**config.mk**
```make
export PLATFORM = sky130hd
export DESIGN_NAME = matmul_host_seq_flat
export DESIGN_NICKNAME = d
export VERILOG_FILES = /design/src/rtl/tpu_pkg.sv /design/src/rtl/matmul_host_seq_if.sv /design/src/rtl/matmul_result_buf.sv /design/src/rtl/matmul_host_seq.sv /design/src/flat_wrapper.sv
export SDC_FILE = /design/constraint.sdc
export NUM_CORES = 1
export LEC_CHECK = 0
export ABC_AREA = 1
export CAP_MARGIN = 20
export CELL_PAD_IN_SITES_DETAIL_PLACEMENT = 1
export CELL_PAD_IN_SITES_GLOBAL_PLACEMENT = 1
export CORE_UTILIZATION = 39
export CTS_CLUSTER_SIZE = 8
export DETAILED_ROUTE_END_ITERATION = 8
export PLACE_DENSITY = 0.8
export SYNTH_ARGS = -nofsm -noshare
export SYNTH_HDL_FRONTEND = slang
export SYNTH_HIERARCHICAL = 1
export SYNTH_SLANG_ARGS = --single-unit
```
**constraint.sdc**
```tcl
create_clock -name clk -period 2 [get_ports clk]
set_clock_uncertainty 0.1 [all_clocks]
set_input_delay 0.6 -clock clk [delete_from_list [all_inputs] [get_ports clk]]
set_output_delay 0.6 -clock clk [all_outputs]
set_load 0.01 [all_outputs]
```
**src/rtl/tpu_pkg.sv**
```systemverilog
// Shared definitions for the matmul host sequencer slice.
// Holds the sequencer state type and the transaction shape constants:
// NUM_LOAD_BYTES operand bytes in (A0..A3, B0..B3) and NUM_RESULTS bytes out
// (C00, C01, C10, C11).
package tpu_pkg;

    localparam int NUM_LOAD_BYTES = 8;
    localparam int NUM_RESULTS    = 4;
    localparam int PTR_W          = $clog2(NUM_RESULTS);

    typedef enum logic [2:0] {
        ST_IDLE      = 3'd0,
        ST_LOAD      = 3'd1,
        ST_DELAY     = 3'd2,
        ST_READ      = 3'd3,
        ST_DONE_WAIT = 3'd4,
        ST_DRAIN     = 3'd5
    } seq_state_t;

endpackage

```
**src/rtl/matmul_host_seq_if.sv**
```systemverilog
// Bus bundle between the host sequencer and its environment.
//   s_*      : operand byte stream into the sequencer (valid/ready)
//   load_*   : operand write port toward the matmul controller
//   output_* : result read port toward the controller, out_data/done back
//   r_*      : result byte stream out of the sequencer (valid/ready)
//   busy/err : status
// modport master = sequencer side, modport slave = environment side.
interface matmul_host_seq_if;

    logic       s_valid;
    logic       s_ready;
    logic [7:0] s_data;

    logic       load_en;
    logic       load_sel_ab;
    logic [1:0] load_index;
    logic [7:0] in_data;

    logic       output_en;
    logic [1:0] output_sel;
    logic [7:0] out_data;
    logic       done;

    logic       r_valid;
    logic       r_ready;
    logic [7:0] r_data;
    logic       r_last;

    logic       busy;
    logic       err;

    modport master (
        input  s_valid, s_data, out_data, done, r_ready,
        output s_ready, load_en, load_sel_ab, load_index, in_data,
        output output_en, output_sel, r_valid, r_data, r_last, busy, err
    );

    modport slave (
        output s_valid, s_data, out_data, done, r_ready,
        input  s_ready, load_en, load_sel_ab, load_index, in_data,
        input  output_en, output_sel, r_valid, r_data, r_last, busy, err
    );

endinterface

```
**src/rtl/matmul_result_buf.sv**
```systemverilog
// Result capture buffer: NUM_RESULTS entries of DATA_W bits.
// Ports:
//   clk, rst          clock, async active-high reset (clears entries and pointer)
//   wr_en/wr_idx/wr_data  capture one result byte at index wr_idx
//   rd_adv            advance read pointer (saturates at last entry)
//   rd_clr            return read pointer to 0 (wins over rd_adv)
//   rd_ptr/rd_data    current read pointer and the entry it selects
// Entries need a reset value, so they are plain registers with a
// combinational read mux rather than a RAM.
module matmul_result_buf
    import tpu_pkg::*;
#(
    parameter int DATA_W = 8
) (
    input  logic              clk,
    input  logic              rst,
    input  logic              wr_en,
    input  logic [PTR_W-1:0]  wr_idx,
    input  logic [DATA_W-1:0] wr_data,
    input  logic              rd_adv,
    input  logic              rd_clr,
    output logic [PTR_W-1:0]  rd_ptr,
    output logic [DATA_W-1:0] rd_data
);

    logic [DATA_W-1:0] entry_rd [NUM_RESULTS];
    logic [PTR_W-1:0]  rd_ptr_reg;

    generate
        for (genvar gi = 0; gi < NUM_RESULTS; gi++) begin : g_entry
            logic [DATA_W-1:0] entry_reg;

            always_ff @(posedge clk or posedge rst) begin
                if (rst) begin
                    entry_reg <= '0;
                end else if (wr_en && (wr_idx == PTR_W'(gi))) begin
                    entry_reg <= wr_data;
                end
            end

            assign entry_rd[gi] = entry_reg;
        end
    endgenerate

    always_ff @(posedge clk or posedge rst) begin
        if (rst) begin
            rd_ptr_reg <= '0;
        end else if (rd_clr) begin
            rd_ptr_reg <= '0;
        end else if (rd_adv && (rd_ptr_reg != PTR_W'(NUM_RESULTS - 1))) begin
            rd_ptr_reg <= rd_ptr_reg + 1'b1;
        end
    end

    assign rd_ptr  = rd_ptr_reg;
    assign rd_data = entry_rd[rd_ptr_reg];

endmodule

```
**src/rtl/matmul_host_seq.sv**
```systemverilog
// Host-side sequencer for a 2x2 byte matmul controller.
// Accepts 8 operand bytes (A0..A3, B0..B3) on the s_* stream and forwards
// each one to the controller write port in the same cycle, waits READ_DELAY
// idle cycles, reads the 4 result bytes over output_en/output_sel, waits for
// done, then streams C00, C01, C10, C11 out on r_* with r_last on C11.
// Ports:
//   clk  rising-edge clock
//   rst  asynchronous active-high reset
//   bus  matmul_host_seq_if.master (streams, controller ports, busy/err)
// Parameters:
//   READ_DELAY    idle cycles between last load_en and first output_en (7..255)
//   DONE_TIMEOUT  cycles to wait for done after the last read
// Build option:
//   MATMUL_SEQ_TIMEOUT_EN  when defined, a missing done times out after
//   DONE_TIMEOUT cycles, sets sticky err and drains anyway; otherwise the
//   sequencer waits for done indefinitely and err is held at 0.
module matmul_host_seq
    import tpu_pkg::*;
#(
    parameter int READ_DELAY   = 8,
    parameter int DONE_TIMEOUT = 4
) (
    input logic               clk,
    input logic               rst,
    matmul_host_seq_if.master bus
);

    localparam logic [2:0] BYTE_LAST    = 3'(NUM_LOAD_BYTES - 1);
    localparam logic [7:0] DELAY_LAST   = 8'(READ_DELAY - 1);
    localparam logic [7:0] READ_LAST    = 8'(NUM_RESULTS - 1);
    localparam logic [7:0] TIMEOUT_LAST = 8'(DONE_TIMEOUT - 1);

    seq_state_t       state_reg;
    logic [2:0]       byte_cnt_reg;
    // Shared phase counter: DELAY length, READ select, DONE_WAIT age.
    logic [7:0]       phase_cnt_reg;
    // Holds s_ready low in reset and for the first cycle after it.
    logic             ready_ok_reg;

    logic             accept;
    logic             rd_handshake;
    logic             last_handshake;
    logic [PTR_W-1:0] rd_ptr;
    logic [7:0]       rd_data;

`ifdef MATMUL_SEQ_TIMEOUT_EN
    logic             err_reg;
`endif

    assign bus.s_ready = ready_ok_reg &&
                         ((state_reg == ST_IDLE) || (state_reg == ST_LOAD));
    assign accept      = bus.s_valid && bus.s_ready;

    // Operand write port: live only for accepted bytes.
    assign bus.load_en     = accept;
    assign bus.in_data     = accept ? bus.s_data : 8'd0;
    assign bus.load_index  = accept ? byte_cnt_reg[1:0] : 2'd0;
    assign bus.load_sel_ab = accept && byte_cnt_reg[2];

    assign bus.output_en  = (state_reg == ST_READ);
    assign bus.output_sel = bus.output_en ? phase_cnt_reg[1:0] : 2'd0;

    assign bus.r_valid   = (state_reg == ST_DRAIN);
    assign bus.r_data    = bus.r_valid ? rd_data : 8'd0;
    assign bus.r_last    = bus.r_valid && (rd_ptr == PTR_W'(NUM_RESULTS - 1));
    assign rd_handshake   = bus.r_valid && bus.r_ready;
    assign last_handshake = rd_handshake && bus.r_last;

    assign bus.busy = (state_reg != ST_IDLE);

`ifdef MATMUL_SEQ_TIMEOUT_EN
    assign bus.err = err_reg;
`else
    assign bus.err = 1'b0;
`endif

    always_ff @(posedge clk or posedge rst) begin
        if (rst) begin
            state_reg     <= ST_IDLE;
            byte_cnt_reg  <= '0;
            phase_cnt_reg <= '0;
            ready_ok_reg  <= 1'b0;
`ifdef MATMUL_SEQ_TIMEOUT_EN
            err_reg       <= 1'b0;
`endif
        end else begin
            ready_ok_reg <= 1'b1;
            case (state_reg)
                ST_IDLE: begin
                    // The first byte is taken directly from IDLE so that
                    // back-to-back transactions have no bubble.
                    if (accept) begin
                        state_reg    <= ST_LOAD;
                        byte_cnt_reg <= 3'd1;
                    end
                end
                ST_LOAD: begin
                    if (accept) begin
                        if (byte_cnt_reg == BYTE_LAST) begin
                            state_reg     <= ST_DELAY;
                            byte_cnt_reg  <= '0;
                            phase_cnt_reg <= '0;
                        end else begin
                            byte_cnt_reg <= byte_cnt_reg + 3'd1;
                        end
                    end
                end
                ST_DELAY: begin
                    if (phase_cnt_reg == DELAY_LAST) begin
                        state_reg     <= ST_READ;
                        phase_cnt_reg <= '0;
                    end else begin
                        phase_cnt_reg <= phase_cnt_reg + 8'd1;
                    end
                end
                ST_READ: begin
                    if (phase_cnt_reg == READ_LAST) begin
                        state_reg     <= ST_DONE_WAIT;
                        phase_cnt_reg <= '0;
                    end else begin
                        phase_cnt_reg <= phase_cnt_reg + 8'd1;
                    end
                end
                ST_DONE_WAIT: begin
                    // done wins over the timeout in the final waiting cycle.
                    if (bus.done) begin
                        state_reg     <= ST_DRAIN;
                        phase_cnt_reg <= '0;
`ifdef MATMUL_SEQ_TIMEOUT_EN
                    end else if (phase_cnt_reg == TIMEOUT_LAST) begin
                        state_reg     <= ST_DRAIN;
                        phase_cnt_reg <= '0;
                        err_reg       <= 1'b1;
`endif
                    end else if (phase_cnt_reg != TIMEOUT_LAST) begin
                        phase_cnt_reg <= phase_cnt_reg + 8'd1;
                    end
                end
                ST_DRAIN: begin
                    if (last_handshake) begin
                        state_reg <= ST_IDLE;
                    end
                end
                default: begin
                    state_reg <= ST_IDLE;
                end
            endcase
        end
    end

    matmul_result_buf #(
        .DATA_W (8)
    ) u_result_buf (
        .clk     (clk),
        .rst     (rst),
        .wr_en   (bus.output_en),
        .wr_idx  (bus.output_sel),
        .wr_data (bus.out_data),
        .rd_adv  (rd_handshake),
        .rd_clr  (last_handshake),
        .rd_ptr  (rd_ptr),
        .rd_data (rd_data)
    );

endmodule

```
**src/flat_wrapper.sv**
```systemverilog
// flat-port wrapper written by rule: the top's interface ports become plain ports
module matmul_host_seq_flat import tpu_pkg::*;
#(
    parameter int READ_DELAY   = 8,
    parameter int DONE_TIMEOUT = 4
)
  (clk, rst, bus_s_valid, bus_s_data, bus_out_data, bus_done, bus_r_ready, bus_s_ready, bus_load_en, bus_load_sel_ab, bus_load_index, bus_in_data, bus_output_en, bus_output_sel, bus_r_valid, bus_r_data, bus_r_last, bus_busy, bus_err);
  matmul_host_seq_if bus_i ();
  input logic clk;
  input logic rst;
  input wire logic [$bits(bus_i.s_valid)-1:0] bus_s_valid;
  input wire logic [$bits(bus_i.s_data)-1:0] bus_s_data;
  input wire logic [$bits(bus_i.out_data)-1:0] bus_out_data;
  input wire logic [$bits(bus_i.done)-1:0] bus_done;
  input wire logic [$bits(bus_i.r_ready)-1:0] bus_r_ready;
  output wire logic [$bits(bus_i.s_ready)-1:0] bus_s_ready;
  output wire logic [$bits(bus_i.load_en)-1:0] bus_load_en;
  output wire logic [$bits(bus_i.load_sel_ab)-1:0] bus_load_sel_ab;
  output wire logic [$bits(bus_i.load_index)-1:0] bus_load_index;
  output wire logic [$bits(bus_i.in_data)-1:0] bus_in_data;
  output wire logic [$bits(bus_i.output_en)-1:0] bus_output_en;
  output wire logic [$bits(bus_i.output_sel)-1:0] bus_output_sel;
  output wire logic [$bits(bus_i.r_valid)-1:0] bus_r_valid;
  output wire logic [$bits(bus_i.r_data)-1:0] bus_r_data;
  output wire logic [$bits(bus_i.r_last)-1:0] bus_r_last;
  output wire logic [$bits(bus_i.busy)-1:0] bus_busy;
  output wire logic [$bits(bus_i.err)-1:0] bus_err;
  assign bus_i.s_valid = bus_s_valid;
  assign bus_i.s_data = bus_s_data;
  assign bus_i.out_data = bus_out_data;
  assign bus_i.done = bus_done;
  assign bus_i.r_ready = bus_r_ready;
  assign bus_s_ready = bus_i.s_ready;
  assign bus_load_en = bus_i.load_en;
  assign bus_load_sel_ab = bus_i.load_sel_ab;
  assign bus_load_index = bus_i.load_index;
  assign bus_in_data = bus_i.in_data;
  assign bus_output_en = bus_i.output_en;
  assign bus_output_sel = bus_i.output_sel;
  assign bus_r_valid = bus_i.r_valid;
  assign bus_r_data = bus_i.r_data;
  assign bus_r_last = bus_i.r_last;
  assign bus_busy = bus_i.busy;
  assign bus_err = bus_i.err;
  matmul_host_seq #(.READ_DELAY(READ_DELAY), .DONE_TIMEOUT(DONE_TIMEOUT)) u_core (.clk(clk), .rst(rst), .bus(bus_i));
endmodule
```
==> impl_metrics.env, run 1 <==
export IMPL_die_area_um2=8520
export IMPL_crit_arrival_ns=1.50
export IMPL_initial_core_util_pct=40.7
export IMPL_synth_seq_area_share_pct=38.6
export IMPL_cts_inserted_buffers=5
export IMPL_yosys_area_share_simple_pct=40.3
export IMPL_die_h_um=92.3
export IMPL_yosys_cell_types_count=32
export IMPL_clkSinkCount=49
export IMPL_peakVddDrop_v=0.000770
export IMPL_drcViolationCount=0
export IMPL_synthesis_nets=479
export IMPL_routed_wl_um=10500
export IMPL_dp_hpwl_um=6320
export IMPL_gp_congestion=0.809
export IMPL_drt_initial_drc_count=166
export IMPL_cts_path_max_buffers=2
export IMPL_port_buffers=47
export IMPL_first_pass_iters=4
export IMPL_grt_use_total_pct=24.8
export IMPL_synth_fa_ha_area_share_pct=1.57
export IMPL_synth_top_area_cell="dfrtp_1"
export IMPL_die_w_um=92.3
export IMPL_cp_required_ns=1.30
export IMPL_vias=3200
export IMPL_rsz0062_at_grt="true"
export IMPL_endpoint_kind="output port"
export IMPL_cts_tree="built"
export IMPL_ant_nets=0
export IMPL_ys_ff_latch=49
export IMPL_violations="setup timing"
export IMPL_avgViaCountPerCell=4.98
export IMPL_slew_viol_final=0
export IMPL_post_dp_cell_area_um2=3840
export IMPL_cap_viol_max_count=0
export IMPL_gr_total_overflow=0
export IMPL_ios=49
export IMPL_synthToLayoutAreaGrowth_pct=40.1
export IMPL_postSynthAreaPerCell_um2=7.00
export IMPL_setup_viol=22
export IMPL_core_um2=7810
export IMPL_powerDensity_nw_per_um2=1150
export IMPL_syn_inst=454
export IMPL_post_route_cells_drive_above_1_share_pct=33.0
export IMPL_yosys_warnings=6
export IMPL_leakagePower_nw=2.52
export IMPL_clkLatencyLatePin_ns=0.30
export IMPL_synthXorXnorAreaFrac_pct=0.551
export IMPL_grt_antenna_before_repair=0
export IMPL_crit_fanout=5
export IMPL_synth_compound_area_share_pct=4.13
export IMPL_clock_fmax_mhz=454
export IMPL_crit_type="flop to output port"
export IMPL_cts_hold_buf=0
export IMPL_largest_register_ffs=32
export IMPL_n_fill_cell=954
export IMPL_rows=32
export IMPL_synth_area_leaders="dfrtp_1 39%, nand2_1 17%, inv_1 9.7%"
export IMPL_synth_top_area_share_pct=38.6
export IMPL_root_buffer="clkbuf_8"
export IMPL_synthesis_area_um2=3180
export IMPL_wire_per_inst_um=16.4
export IMPL_clkTransAtPathRegs_ns=0.10
export IMPL_finalCritPeriodShare_pct=110
export IMPL_final_nets=564
export IMPL_antenna_cells=0
export IMPL_grt_pass1_vias=3485
export IMPL_grt_pass1_wl_um=16700
export IMPL_pre_cts_ws_ns=-0.739
export IMPL_hold_path_class="flop to flop"
export IMPL_synth_top_family_by_area="simple AND/OR/NAND/NOR gates"
export IMPL_worst_slack_ns=-0.205
export IMPL_startpoint_type="flop"
export IMPL_muxShareOfSynthArea_pct=0
export IMPL_grt_max_degree=35
export IMPL_period_minus_slack_ns=2.20
export IMPL_hold_viol=0
export IMPL_status="finished with violations"
export IMPL_cts_max_level=2
export IMPL_fin_area_um2=4450
## layout make-up
class / count / area [µm²] / share of cell area, %
clock inverter: 3 / 26.3 / 0.590
tap: 102 / 128 / 2.87
inverter: 90 / 358 / 8.03
clock buffer: 5 / 68.8 / 1.54
timing repair buffer: 92 / 848 / 19.0
sequential: 49 / 1230 / 27.6
multi-input combinational: 300 / 1790 / 40.1
timing repair inverter: 1 / 8.76 / 0.197
## cell families after synthesis
family                     after synthesis
and+or+nand+nor                        273
AOI/OAI and AO/OA                       19
buffers and inverters                  105
DFF                                     49
adders and majority gates                4
xor gates and xnor gates                 2
other                                    2
## report_power, final
part,switching [W],internal (W)
clock network,0.000379,0.000255
logic,0.00188,0.00122
registers,0.000175,0.00123
## path summary, 6_finish.rpt
path	slack [ns]	cells after the start	from	end
worst max-delay path	-0.20	8	u_core/u_result_buf/rd_ptr[0]	bus_r_data[6]
min in group asynchronous	0.53	3	rst	u_core/byte_cnt_reg[1]
max in group asynchronous	1.05	3	rst	u_core/u_result_buf/g_entry[1].entry_reg[3]
worst min-delay path	0.38	2	u_core/u_result_buf/g_entry[1].entry_reg[3]	u_core/u_result_buf/g_entry[1].entry_reg[3]
worst max register to register	0.11	12	u_core/state_reg[1]	u_core/byte_cnt_reg[0]
worst min register to register	0.38	2	u_core/u_result_buf/g_entry[1].entry_reg[3]	u_core/u_result_buf/g_entry[1].entry_reg[3]
## per-stage QoR
stage          std cells  TNS [ns]  hold WS [ns]  util (%)  total power, W
4_1_cts              641     -2.66         0.384      54.8         0.00495
5_1_grt              642     -4.56         0.407      57.1         0.00549
3_5_place_dp         610    -14.44         0.359      49.2         0.00371
2_1_floorplan        454         0         0.342         -         0.00292
3_3_place_gp         610    -12.96         0.353      49.2         0.00359
6_report             642     -3.11         0.381      57.1         0.00513
## repair_timing
action,CTS,global route
resized for setup,180,53
setup endpoints to repair,27,47
cloned,3,0
pin swaps,42,18
endpoints found under the hold margin,0,0
setup buffers,21,5
## critical path: stages (launching register included)
cell and delay [ns]:
dfrtp_2 0.45, buf_4 0.16, buf_12 0.13, nand2_4 0.06
nand3_2 0.06, nand2_1 0.08, inv_1 0.04, nor2_1 0.08
buf_2 0.13
## placed cells by master (no fill, tap or decap), types with 7 or more instances in the layout
master           instances
buf_2                   15
nor2_1                  22
clkdlybuf4s50_1         18
nand3_4                  7
o21ai_2                  8
nor2_2                   9
nand2_2                 15
inv_1                   77
dfrtp_1                 46
nor2_4                  12
nand2_4                 12
nand3_2                 14
nand4_1                 17
buf_6                   26
buf_4                   27
nand3_1                 34
nand2_1                124
inv_2                    9
## synthesized netlist by cell type, drive strengths merged
library cell and instances:
dfrtp 49, a21oi 5, xnor2 1, o21ai 13
nand2 151, nor3 2, inv 90, conb 2
nor2 44, ha 4, o21bai 1, nand3 55
and2 1, buf 13, xor2 1, nand4 17
clkbuf 2, nand3b 3
## layer usage
| layer | vias up | global-route usage (%) | wire length (µm) |
|---|---|---|---|
| li1 | 1555 | - | - |
| met1 | 1572 | 28.4 | 4250 |
| met2 | 58 | 47.1 | 5800 |
| met3 | 15 | 3.28 | 294 |
| met4 | 0 | 8.33 | 180 |
| met5 | - | 0 | 0 |
Power figures use the tool's default switching activity.
==> run 2: changes to the inputs <==
RECOVER_POWER = 25   (was not set)
==> run 2 against run 1 <==
  * The run still ends with setup timing left
  * Clock-buffer cell count unchanged
  * Non-clock buffer count unchanged
  * Sequential cell count unchanged
  * Routed wire length about the same
  * Worst hold slack unchanged
  * Largest cell class unchanged
  * Die area unchanged
  * Sequential share of layout area up 0.12 points
  * Fmax about the same
  * Cell count unchanged
  * Largest power group unchanged
  * Core utilization down 0.24 points
  * Sequential power about the same
==> impl_metrics.env, run 2 (synthesis gave the netlist of run 1 again) <==
export IMPL_cap_viol_max_count=0
export IMPL_grt_pass1_vias=3485
export IMPL_vias=3200
export IMPL_grt_max_degree=35
export IMPL_ios=49
export IMPL_crit_fanout=5
export IMPL_relSlewSlack_pct=37.8
export IMPL_largest_register_ffs=32
export IMPL_rsz0062_at_grt="true"
export IMPL_violations="setup timing"
export IMPL_final_common_cell="nand2_1"
export IMPL_timing_hold_ws_ns=0.381
export IMPL_ff2ff_path_depth=12
export IMPL_final_cell_mix="124 x nand2_1, 77 x inv_1, 46 x dfrtp_1"
export IMPL_cts_path_max_buffers=2
export IMPL_final_nets=564
export IMPL_gr_total_overflow=0
export IMPL_rows=32
export IMPL_first_pass_iters=4
export IMPL_root_buffer="clkbuf_8"
export IMPL_crit_family="buffers and inverters"
export IMPL_fin_setup_tns_ns=-3.11
export IMPL_n_fill_cell=957
export IMPL_cts_inserted_buffers=5
export IMPL_wire_per_inst_um=16.4
export IMPL_cts_tree="built"
export IMPL_finalCritPeriodShare_pct=110
export IMPL_clkSinkCount=49
export IMPL_worst_slack_ns=-0.205
export IMPL_setup_viol=22
export IMPL_drt_initial_drc_count=166
export IMPL_cp_slowest_stage_delay_ns=0.45
export IMPL_initial_core_util_pct=40.7
export IMPL_status="finished with violations"
export IMPL_grt_pass1_wl_um=16700
export IMPL_avgViaCountPerCell=4.98
export IMPL_cts_hold_buf=0
export IMPL_dp_hpwl_um=6320
export IMPL_port_buffers=47
export IMPL_crit_arrival_ns=1.50
export IMPL_die_area_um2=8520
export IMPL_hold_depth=2
export IMPL_crit_chain="buf_4, buf_12, nand2_4, nand3_2, nand2_1, inv_1, nor2_1, buf_2"
export IMPL_hold_viol=0
export IMPL_cts_max_level=2
export IMPL_crit_slowest_cell="dfrtp_2"
export IMPL_critPathBufInv=4
export IMPL_powerDensity_nw_per_um2=1160
export IMPL_pre_cts_ws_ns=-0.739
export IMPL_worstMarginPinSlew_ns=0.932
export IMPL_endpoint_kind="output port"
export IMPL_grt_use_total_pct=24.8
export IMPL_antenna_cells=0
export IMPL_period_minus_slack_ns=2.20
export IMPL_seq_area_um2=1230
export IMPL_cp_required_ns=1.30
export IMPL_multiInputGateArea_um2=1790
export IMPL_drcViolationCount=0
export IMPL_hold_path_class="flop to flop"
export IMPL_routed_wl_um=10500
export IMPL_clkLatencyLatePin_ns=0.30
export IMPL_finalNonFillerCells=642
export IMPL_die_w_um=92.3
export IMPL_grt_antenna_before_repair=0
export IMPL_leakagePower_nw=2.51
export IMPL_p_total_w=0.00513
export IMPL_ant_nets=0
export IMPL_synthToLayoutAreaGrowth_pct=39.5
export IMPL_slew_viol_final=0
export IMPL_crit_type="flop to output port"
export IMPL_peakVddDrop_v=0.000770
export IMPL_startpoint_type="flop"
export IMPL_clock_fmax_mhz=454
export IMPL_gp_congestion=0.809
export IMPL_die_h_um=92.3
export IMPL_post_route_cells_drive_above_1_share_pct=32.8
export IMPL_dp_cells=610
export IMPL_core_um2=7810
export IMPL_clkTransAtPathRegs_ns=0.10
export IMPL_worst_path_stages=8
==> run 2: metrics by stage <==
step	utilization (%)	area, µm²
2_1_floorplan	-	3180
5_1_grt	56.8	4440
4_1_cts	54.8	4280
3_5_place_dp	49.2	3840
3_3_place_gp	49.2	3840
6_report	56.8	4440
==> run 2: power breakdown <==
| group | switching, W | internal [W] | total [W] | leakage, nW |
|---|---|---|---|---|
| clock network | 0.000379 | 0.000255 | 0.000634 | 0.0423 |
| logic | 0.00188 | 0.00121 | 0.00309 | 1.93 |
| registers | 0.000175 | 0.00123 | 0.00140 | 0.533 |
==> run 2: tightest hold or removal path, cell delays in order, from the launching register on <==
cell and delay, ns:
dfrtp_1 0.36, nand2_1 0.05, nand2_1 0.05
==> run 2: path summary, 6_finish.rpt <==
check	from	end	slack, ns
min in group asynchronous	rst	u_core/u_result_buf/g_entry[2].entry_reg[1]	0.91
hold / removal	u_core/u_result_buf/g_entry[1].entry_reg[3]	u_core/u_result_buf/g_entry[1].entry_reg[3]	0.38
setup reg to reg	u_core/state_reg[1]	u_core/byte_cnt_reg[0]	0.11
max in group asynchronous	rst	u_core/state_reg[0]	0.25
hold reg to reg	u_core/u_result_buf/g_entry[1].entry_reg[3]	u_core/u_result_buf/g_entry[1].entry_reg[3]	0.38
setup / recovery	u_core/u_result_buf/rd_ptr[0]	bus_r_data[6]	-0.20
==> run 2: final cells by class <==
type | count | area share, %
repair inverters | 1 | 0.197
flip-flops and latches | 49 | 27.7
inverters | 90 | 8.07
well taps | 102 | 2.88
clock inverters | 3 | 0.592
repair buffers | 92 | 18.7
multi-input cells | 300 | 40.3
clock buffers | 5 | 1.55
==> run 2: metal layers <==
| metal | up-vias | GRT usage, % | part of all wire, % |
|---|---|---|---|
| met4 | 0 | 8.33 | 1.7 |
| met2 | 58 | 47.1 | 55 |
| li1 | 1555 | - | - |
| met1 | 1572 | 28.4 | 40 |
| met3 | 15 | 3.28 | 2.8 |
| met5 | - | 0 | 0 |
==> run 2: timing repair <==
| action | in CTS | in global routing |
|---|---|---|
| cloned | 3 | 0 |
| setup buffers | 21 | 5 |
| pin swaps | 42 | 18 |
| endpoints found under the setup margin | 27 | 47 |
| gates resized for setup | 180 | 53 |
